## src/rtl/clock_pkg.sv

```systemverilog
// rtl/clock_pkg.sv - shared constants and BCD helpers for the calendar counter
// Holds the field_sel encodings shared with the display, the reset
// date/time, the month-length constants and packed-BCD increment helpers.
package clock_pkg;

    // field_sel encodings (same as the display's blink_led)
    localparam logic [1:0] FS_NONE = 2'b00;
    localparam logic [1:0] FS_HI   = 2'b01;
    localparam logic [1:0] FS_MID  = 2'b10;
    localparam logic [1:0] FS_LO   = 2'b11;

    // Reset date/time: 2000-01-01 00:00:00
    localparam logic [7:0]  RST_SS   = 8'h00;
    localparam logic [7:0]  RST_MM   = 8'h00;
    localparam logic [7:0]  RST_HH   = 8'h00;
    localparam logic [7:0]  RST_DD   = 8'h01;
    localparam logic [7:0]  RST_MO   = 8'h01;
    localparam logic [15:0] RST_YYYY = 16'h2000;

    // Month lengths in packed BCD
    localparam logic [7:0] ML_31 = 8'h31;
    localparam logic [7:0] ML_30 = 8'h30;
    localparam logic [7:0] ML_29 = 8'h29;
    localparam logic [7:0] ML_28 = 8'h28;

    // Two-digit BCD increment; callers handle the field-specific wrap.
    function automatic logic [7:0] bcd2_inc(input logic [7:0] v);
        if (v[3:0] == 4'd9)
            return {v[7:4] + 4'd1, 4'h0};
        else
            return {v[7:4], v[3:0] + 4'd1};
    endfunction

    // Four-digit BCD increment; 9999 rolls naturally to 0000.
    function automatic logic [15:0] bcd4_inc(input logic [15:0] v);
        logic [15:0] r;
        logic        c;
        r = v;
        c = 1'b1;
        for (int i = 0; i < 4; i++) begin
            if (c) begin
                if (r[4*i +: 4] == 4'd9) begin
                    r[4*i +: 4] = 4'd0;
                end else begin
                    r[4*i +: 4] = r[4*i +: 4] + 4'd1;
                    c = 1'b0;
                end
            end
        end
        return r;
    endfunction

endpackage

```

## src/rtl/month_len.sv

```systemverilog
// rtl/month_len.sv - combinational month length in BCD with leap-year rule
// Ports:
//   bcd_mo   - month 01..12, packed BCD
//   bcd_yyyy - year 0000..9999, packed BCD
//   bcd_len  - days in that month (28/29/30/31), packed BCD
module month_len
    import clock_pkg::*;
(
    input  logic [7:0]  bcd_mo,
    input  logic [15:0] bcd_yyyy,
    output logic [7:0]  bcd_len
);

    // A two-digit BCD number tens*10+ones is divisible by 4 when the tens
    // digit is even and ones is 0/4/8, or tens is odd and ones is 2/6.
    function automatic logic div4(input logic [3:0] t, input logic [3:0] o);
        return (!t[0] && (o == 4'd0 || o == 4'd4 || o == 4'd8)) ||
               ( t[0] && (o == 4'd2 || o == 4'd6));
    endfunction

    logic century;
    logic leap;

    always_comb begin
        century = (bcd_yyyy[7:0] == 8'h00);
        // Century years are leap only when the upper two digits divide by 4,
        // which makes year 0000 a leap year.
        leap    = century ? div4(bcd_yyyy[15:12], bcd_yyyy[11:8])
                          : div4(bcd_yyyy[7:4], bcd_yyyy[3:0]);
        bcd_len = ML_31;
        case (bcd_mo)
            8'h02:                      bcd_len = leap ? ML_29 : ML_28;
            8'h04, 8'h06, 8'h09, 8'h11: bcd_len = ML_30;
            default:                    bcd_len = ML_31;
        endcase
    end

endmodule

```

## src/rtl/calendar_counter.sv

```systemverilog
// rtl/calendar_counter.sv - BCD time-of-day and date counter with adjust mode
// Ports:
//   clk, rst          - clock, synchronous active-high reset
//   adj_mode          - 1 = adjust (timekeeping halted), 0 = run
//   smh_dmy           - adjust group: 0 = hh/mm/ss, 1 = dd/mo/yyyy
//   field_sel         - field to adjust (FS_HI/FS_MID/FS_LO, FS_NONE = none)
//   inc_pulse         - one-cycle increment request for the selected field
//   bcd_ss..bcd_mo    - two-digit packed BCD fields
//   bcd_yyyy          - four-digit packed BCD year
//   tick_1hz          - one-cycle pulse at prescaler terminal count
module calendar_counter
    import clock_pkg::*;
#(
    parameter int CLK_HZ       = 50_000_000,
    parameter int TICK_DIV_SIM = 0
) (
    input  logic        clk,
    input  logic        rst,
    input  logic        adj_mode,
    input  logic        smh_dmy,
    input  logic [1:0]  field_sel,
    input  logic        inc_pulse,
    output logic [7:0]  bcd_ss,
    output logic [7:0]  bcd_mm,
    output logic [7:0]  bcd_hh,
    output logic [7:0]  bcd_dd,
    output logic [7:0]  bcd_mo,
    output logic [15:0] bcd_yyyy,
    output logic        tick_1hz
);

    localparam int            N    = (TICK_DIV_SIM != 0) ? TICK_DIV_SIM : CLK_HZ;
    localparam int            PW   = (N > 1) ? $clog2(N) : 1;
    localparam logic [PW-1:0] TERM = PW'(N - 1);

    logic [PW-1:0] presc;

    logic [7:0]  ss_nx, mm_nx, hh_nx, dd_nx, mo_nx;
    logic [15:0] yyyy_nx;
    logic [7:0]  cur_len, cand_len, cand_mo, dd_clamped;
    logic [15:0] cand_yyyy;

    assign tick_1hz = (presc == TERM);

    // Length of the current month, used by the run-mode day carry and the
    // day adjust wrap.
    month_len u_len_cur (
        .bcd_mo   (bcd_mo),
        .bcd_yyyy (bcd_yyyy),
        .bcd_len  (cur_len)
    );

    // Length of the month the date is about to become on a month/year
    // adjust, so dd can be clamped in the same cycle.
    month_len u_len_cand (
        .bcd_mo   (cand_mo),
        .bcd_yyyy (cand_yyyy),
        .bcd_len  (cand_len)
    );

    always_comb begin
        ss_nx      = (bcd_ss == 8'h59) ? 8'h00 : bcd2_inc(bcd_ss);
        mm_nx      = (bcd_mm == 8'h59) ? 8'h00 : bcd2_inc(bcd_mm);
        hh_nx      = (bcd_hh == 8'h23) ? 8'h00 : bcd2_inc(bcd_hh);
        dd_nx      = (bcd_dd >= cur_len) ? 8'h01 : bcd2_inc(bcd_dd);
        mo_nx      = (bcd_mo == 8'h12) ? 8'h01 : bcd2_inc(bcd_mo);
        yyyy_nx    = bcd4_inc(bcd_yyyy);
        cand_mo    = (smh_dmy && field_sel == FS_MID) ? mo_nx : bcd_mo;
        cand_yyyy  = (smh_dmy && field_sel == FS_LO) ? yyyy_nx : bcd_yyyy;
        dd_clamped = (bcd_dd > cand_len) ? cand_len : bcd_dd;
    end

    always_ff @(posedge clk) begin
        if (rst) begin
            presc    <= '0;
            bcd_ss   <= RST_SS;
            bcd_mm   <= RST_MM;
            bcd_hh   <= RST_HH;
            bcd_dd   <= RST_DD;
            bcd_mo   <= RST_MO;
            bcd_yyyy <= RST_YYYY;
        end else begin
            presc <= tick_1hz ? '0 : presc + PW'(1);
            if (!adj_mode) begin
                // Whole carry chain resolves in the tick cycle.
                if (tick_1hz) begin
                    bcd_ss <= ss_nx;
                    if (bcd_ss == 8'h59) begin
                        bcd_mm <= mm_nx;
                        if (bcd_mm == 8'h59) begin
                            bcd_hh <= hh_nx;
                            if (bcd_hh == 8'h23) begin
                                bcd_dd <= dd_nx;
                                if (bcd_dd >= cur_len) begin
                                    bcd_mo <= mo_nx;
                                    if (bcd_mo == 8'h12)
                                        bcd_yyyy <= yyyy_nx;
                                end
                            end
                        end
                    end
                end
            end else if (inc_pulse) begin
                // Adjust touches one field only; no carries.
                if (!smh_dmy) begin
                    case (field_sel)
                        FS_HI:   bcd_hh <= hh_nx;
                        FS_MID:  bcd_mm <= mm_nx;
                        FS_LO:   bcd_ss <= ss_nx;
                        default: ;
                    endcase
                end else begin
                    case (field_sel)
                        FS_HI:   bcd_dd <= dd_nx;
                        FS_MID: begin
                            bcd_mo <= mo_nx;
                            bcd_dd <= dd_clamped;
                        end
                        FS_LO: begin
                            bcd_yyyy <= yyyy_nx;
                            bcd_dd   <= dd_clamped;
                        end
                        default: ;
                    endcase
                end
            end
        end
    end

endmodule

```

## config.mk

```make
export PLATFORM = sky130hd
export DESIGN_NAME = calendar_counter
export DESIGN_NICKNAME = d
export VERILOG_FILES = /design/src/rtl/clock_pkg.sv /design/src/rtl/month_len.sv /design/src/rtl/calendar_counter.sv
export SDC_FILE = /design/constraint.sdc
export NUM_CORES = 1
export LEC_CHECK = 0
export ABC_CLOCK_PERIOD_IN_PS = 3500
export CAP_MARGIN = 20
export CELL_PAD_IN_SITES_DETAIL_PLACEMENT = 1
export CELL_PAD_IN_SITES_GLOBAL_PLACEMENT = 1
export CORE_AREA = 2 2 124 126
export CTS_CLUSTER_SIZE = 25
export DETAILED_ROUTE_END_ITERATION = 7
export DIE_AREA = 0 0 126 128
export GPL_TIMING_DRIVEN = 0
export HOLD_SLACK_MARGIN = 0.1
export PLACE_DENSITY = 0.87
export SLEW_MARGIN = 20
export SYNTH_ARGS = -nofsm -noshare
export SYNTH_HDL_FRONTEND = slang
export SYNTH_HIERARCHICAL = 1
export SYNTH_SLANG_ARGS = --single-unit
```

## constraint.sdc

```tcl
create_clock -name clk -period 3.5 [get_ports clk]
set_clock_uncertainty 0.05 [all_clocks]
set_input_delay 0.7 -clock clk [delete_from_list [all_inputs] [get_ports clk]]
set_output_delay 0.7 -clock clk [all_outputs]
set_load 0.05 [all_outputs]
```

==> impl_metrics.csv <==
group,metric,value,unit
worst_setup_path,crit_arrival,4.04,ns
cells_and_area,n_antenna_cell,0,
global_route,overflow,0,
cts,cts_root_buf,"clkbuf_16",
cells_and_area,area_growth,34.1,%
cts,holdBufCountCts,0,
timing,worst_slack,-0.353,ns
timing,slew_headroom,0.505,
floorplan,die_h,128,um
timing,slew_violations,0,
global_route,grt_pass1_wl,28400,um
floorplan,boundaryPins,64,
drt,wl,18800,um
cts,cts.sinks,82,
floorplan,core-area,14900,um2
global_route,antenna_found_initial,0,
worst_setup_path,crit_buf_inv,5,
drt,vias_per_cell,5.80,
power_and_ir_drop,fin_total_pwr,0.00215,W
power_and_ir_drop,power.density,291,nW/um2
logic_synthesis,syn_area,5510,um2
worst_hold_path,hp-class,"reg -> reg",
floorplan,initial_core_util,0.371,
timing,max_slew.worst_pin.slew,0.743,ns
logic_synthesis,ys_warn_count,6,
worst_setup_path,cp_slowest_stage_delay,0.43,ns
worst_setup_path,cp_common_cell,"buf_6",
cells_and_area,num-nets-final,849,
worst_setup_path,worstSetupPathType,"reg -> reg",
placed_design,dp_hpwl,11700,um
drt,drt-initial-drc-count,401,
run,drv_cap,0,
cts,cts_max_path_buffers,2,
power_and_ir_drop,power_leakage,2.77,nW
placed_design,io_buffers,63,
placed_design,placed_cells,953,
timing,post-route-period-util,1.10,
drt,ant_nets,0,
timing,finalSetupViolCount,8,
run_status,outcome,"finished, violations left",
drt,wl_per_cell,18.7,um
cts,insertion_delay,0.37,ns
global_route,grt_max_degree,17,
floorplan,fp-row-count,45,
logic_synthesis,syn_area_per_cell,7.91,um2
cts,tritoncts,"yes",
global_route,grt_pass1_vias,5598,
timing,fin_crit,3.85,ns
worst_setup_path,critPathMaxFanout,4,
run_status,violations,"setup timing",
drt,drc_errors,0,
cells_and_area,drive_above_1_share,0.202,
global_route,track_usage,0.216,
worst_setup_path,start_kind,"flop",
worst_setup_path,end_kind,"flop",
power_and_ir_drop,peakVddDrop,0.267,mV
cts,cts_buffers,9,
worst_setup_path,cp_cell_sequence,"buf_6 > nand2b_4 > nor3b_4 > buf_6 > nand4_1 > nor2_2 > xor2_2 > nor4_4 > inv_2 > ha_4 > nand2_4 > o21bai_4 > a21oi_2 > o211ai_1 > buf_4 > buf_6 > a311oi_2 > nor3_2",
floorplan,die_x,126,um
timing,timing.fmax,0.260,GHz
cells_and_area,layoutNonFillerInstCount,1003,
logic_synthesis,synthCells,696,
worst_setup_path,slowest_stage,"nor4_4",
timing,finalHoldViolCount,0,
cts,htreeDepth,3,
worst_setup_path,crit_required,3.68,ns
floorplan,die_area,16100,um2
drt,first_pass_iters,6,
worst_setup_path,path_delay_family,"simple AND/OR/NAND/NOR gates",
drt,dr_total_vias,5815,
timing,rsz0062_at_grt,"true",
placed_design,place_congestion,0.864,
cts,path_clk_slew,0.07,ns
## metal layers
metal / up-vias / routed length [um] / part of all wire / GRT usage
met1: 2869 / 8120 / 0.43 / 0.276
met2: 161 / 9260 / 0.49 / 0.367
met3: 59 / 780 / 0.041 / 0.0451
met4: 0 / 631 / 0.034 / 0.0646
met5: - / 0 / 0 / 0
li1: 2726 / - / - / -
## through the flow
stage | utilization | setup WS, ns | hold slack [ns] | TNS [ns] | area, um2
6_report | 0.497 | -0.353 | 0.415 | -2.32 | 7390
5_1_grt | 0.497 | -0.458 | 0.462 | -3.53 | 7390
2_1_floorplan | - | 0.00332 | 0.380 | 0 | 5580
3_5_place_dp | 0.433 | -1.29 | 0.406 | -12.37 | 6440
4_1_cts | 0.476 | -0.216 | 0.423 | -1.47 | 7080
3_3_place_gp | 0.433 | -1.20 | 0.395 | -10.93 | 6440
## layout make-up
cell class	count	area (um2)
fill	1800	7480
timing repair buffer	99	921
multi-input combinational	539	3880
buffer	36	210
clock buffer	9	225
inverter	43	161
clock inverter	7	83.8
sequential	82	1670
tap	188	235
## registers in the layout (all words and copies together) (netlist names)
signal,count
bcd_ss,8
bcd_hh,8
presc,26
bcd_dd,8
bcd_yyyy,16
bcd_mo,8
bcd_mm,8
## cell usage in the layout, fill, tap and decap left out, drive strengths merged, types with 5 or more instances in the layout
master,count
a21o,6
o32ai,5
clkbuf,29
nor2b,11
nor2,65
nand3b,10
nor3,20
xnor2,15
nand4,15
nor4,15
a211o,5
dfxtp,82
buf,53
nand3,29
a31oi,5
mux2,5
and3,10
ha,32
conb,10
o31ai,14
nand2b,7
nor3b,6
xor2,25
nand2,47
inv,46
o21ai,42
a21oi,51
clkdlybuf4s50,60
and2,5
or3,17
or4,18
## worst reg2reg max path: cells and delay by family (launching register included)
kind                       cells  cell delay [ns]
buffers and inverters          5             0.71
adders and majority gates      1             0.31
and+or+nand+nor                7             1.40
AOI/OAI and AO/OA              4             0.76
DFF                            1             0.35
xor gates and xnor gates       1             0.15
## repair_timing
action | CTS | global route
pin swaps | 25 | 31
endpoints found under the setup margin | 19 | 30
cloned | 1 | 0
setup buffers | 21 | 16
gates resized for setup | 55 | 56
## final timing paths
check,from,depth (start not counted),slack (ns),to
max reg2reg,bcd_mo[2]$_SDFFE_PP0P_,18,-0.35,bcd_dd[6]$_SDFFE_PP0P_
min reg2reg,presc[0]$_SDFF_PP0_,1,0.41,presc[0]$_SDFF_PP0_
max,bcd_mo[2]$_SDFFE_PP0P_,18,-0.35,bcd_dd[6]$_SDFFE_PP0P_
min,presc[0]$_SDFF_PP0_,1,0.41,presc[0]$_SDFF_PP0_
## power by group
group | internal [W] | total [W] | switching [W]
clock | 0.000567 | 0.00103 | 0.000464
combinational | 0.0000633 | 0.000177 | 0.000113
sequential | 0.000934 | 0.000943 | 0.00000894
Power figures use the tool's default switching activity.
==> variant, RTL diff (same flow settings) <==
Set the parameter `CLK_HZ` to 25_000_000 (it was 50_000_000).
--- a/src/rtl/calendar_counter.sv
+++ b/src/rtl/calendar_counter.sv
@@ -12,5 +12,5 @@
     import clock_pkg::*;
 #(
-    parameter int CLK_HZ       = 50_000_000,
+    parameter int CLK_HZ       = 25_000_000,
     parameter int TICK_DIV_SIM = 0
 ) (
Check against the original RTL: no difference found for any inputs over 4 cycles, from zero or initial values and one cycle with rst high; that may be too few to reach the edited logic, so the function may still have changed.
==> variant against the unedited design <==
The run still ends with setup timing left. Via count grew 3.1%. Synthesized area shrank 0.84%. Cell count is the same. Worst setup slack gained 0.048 ns. Wire length grew 10%. Cell area shrank 1.4%. Sequential cell count shrank 1. First-iteration DRC count shrank 4.2%. Power shrank 4.8%. Highest routed layer unchanged.
==> variant: results (changes against the unedited design) <==
STA
  • Hold WS: 0.440 ns (was 0.415 ns)
  • Worst setup margin: -0.305 ns (was -0.353 ns)
  • # setup viols final: 8 (unchanged)
  • Max_slew headroom: 0.208 (was 0.505)

Synthesis
  • Syn_area_per_cell: 7.82 um^2 (was 7.91 um^2)

Final layout
  • Comb_multi_in: 547 (was 539)
  • Reg area: 1650 um^2 (was 1670 um^2)
  • Nonclk buf count: 138 (was 135)
  • Signal buf overhead: 0.156 (was 0.153)
  • Layout cells sized above 1: 0.187 (was 0.202)
  • Fraction of area in multi-input gates: 0.531 (was 0.525)
  • Net count reported at finish: 850 (was 849)
  • Clk cell area share: 0.0363 (was 0.0418)
  • Final core occ: 0.490 (was 0.497)
  • # fillers: 1801 (was 1800)
  • Layout clock buffers: 12 (was 9)
  • Registers with the most flip-flops: presc (25), bcd_yyyy (16) (was presc (26), bcd_yyyy (16))
  • Num sequential: 81 (was 82)
  • Area of the multi-input gates: 3860 um^2 (was 3880 um^2)
  • Inverters: 34 (was 43)

Worst setup path
  • CP arrival: 4.01 ns (was 4.04 ns)
  • RR Endpoint: bcd_dd[3]$_SDFFE_PP0P_ (was bcd_dd[6]$_SDFFE_PP0P_)
  • R2R setup slack: -0.31 ns (was -0.35 ns)
  • RR Startpoint: bcd_mo[5]$_SDFFE_PP0P_ (was bcd_mo[2]$_SDFFE_PP0P_)

Outcome
  • Failing checks: setup timing (unchanged)
  • Status: finished, violations left (unchanged)

Global routing
  • First-pass GRT wire length: 31300 um (was 28400 um)
  • GRT Total Usage: 0.242 (was 0.216)
  • Largest net degree at the start of global routing: 13 (was 17)

Clock tree
  • Clk_lat worst skew: 0.35 ns (was 0.37 ns)

Hold path
  • Min-delay src: presc[0]$_SDFF_PP0_ (unchanged)

Placement
  • DP Area: 6400 um^2 (was 6440 um^2)
  • Placed Cells: 954 (was 953)
  • Post-DP HPWL: 12700 um (was 11700 um)
  • DP Worst Slack: -1.41 ns (was -1.29 ns)
  • Global placement routability congestion: 0.829 (was 0.864)

Drt
  • 1st-pass router iterations: 5 (was 6)
  • Detailed-route vias per instance: 5.98 (was 5.80)
  • DRT iter0 DRCs: 384 (was 401)
  • Wire per inst: 20.6 um (was 18.7 um)
  • Vias: 5995 (was 5815)

Power
  • Leak: 2.64 nW (was 2.77 nW)
  • Worst ir drop on vdd: 247 uV (was 267 uV)
variant: how the worst max path moves through the flow:
stage,to,slack (ns),from
6_report,bcd_dd[3]$_SDFFE_PP0P_,-0.31,bcd_mo[5]$_SDFFE_PP0P_
5_1_grt,bcd_dd[1]$_SDFFE_PP0P_,-0.41,bcd_mo[5]$_SDFFE_PP0P_
4_1_cts,bcd_dd[0]$_SDFFE_PP1P_,-0.13,bcd_mo[5]$_SDFFE_PP0P_
3_5_place_dp,bcd_dd[6]$_SDFFE_PP0P_,-1.41,smh_dmy
3_3_place_gp,bcd_dd[0]$_SDFFE_PP1P_,-1.38,smh_dmy
2_1_floorplan,bcd_dd[0]$_SDFFE_PP1P_,-0.05,smh_dmy
variant: power breakdown:
group	total (mW)	internal, mW	switching, mW
combinational	0.209	0.0726	0.137
clock	0.901	0.495	0.406
sequential	0.936	0.924	0.0124
total	2.05	1.49	0.555
variant: critical path, stage by stage (launching register included):
cell,delay [ns]
dfxtp_4,0.35
inv_2,0.06
ha_4,0.12
nor4b_4,0.23
and3_4,0.26
nor2_4,0.05
o21ai_2,0.14
o21ai_2,0.09
nor3_2,0.22
nand3b_1,0.18
nor4_4,0.17
buf_4,0.19
inv_4,0.04
inv_2,0.05
ha_4,0.13
a21oi_4,0.06
o211ai_1,0.32
o31ai_4,0.14
o211ai_1,0.20
buf_4,0.17
nand2_4,0.11
o32ai_2,0.36
variant: layer usage:
metal	vias up	wire, um	GRT usage
met3	59	882	0.0438
met4	0	639	0.0905
li1	2758	-	-
met1	2983	8690	0.294
met5	-	0	0
met2	195	10500	0.426
variant: what timing repair did:
action,in CTS,in global routing
buffers inserted,30,6
cloned,0,0
pin swaps,26,28
endpoints found under the setup margin,23,27
resized for setup,73,40
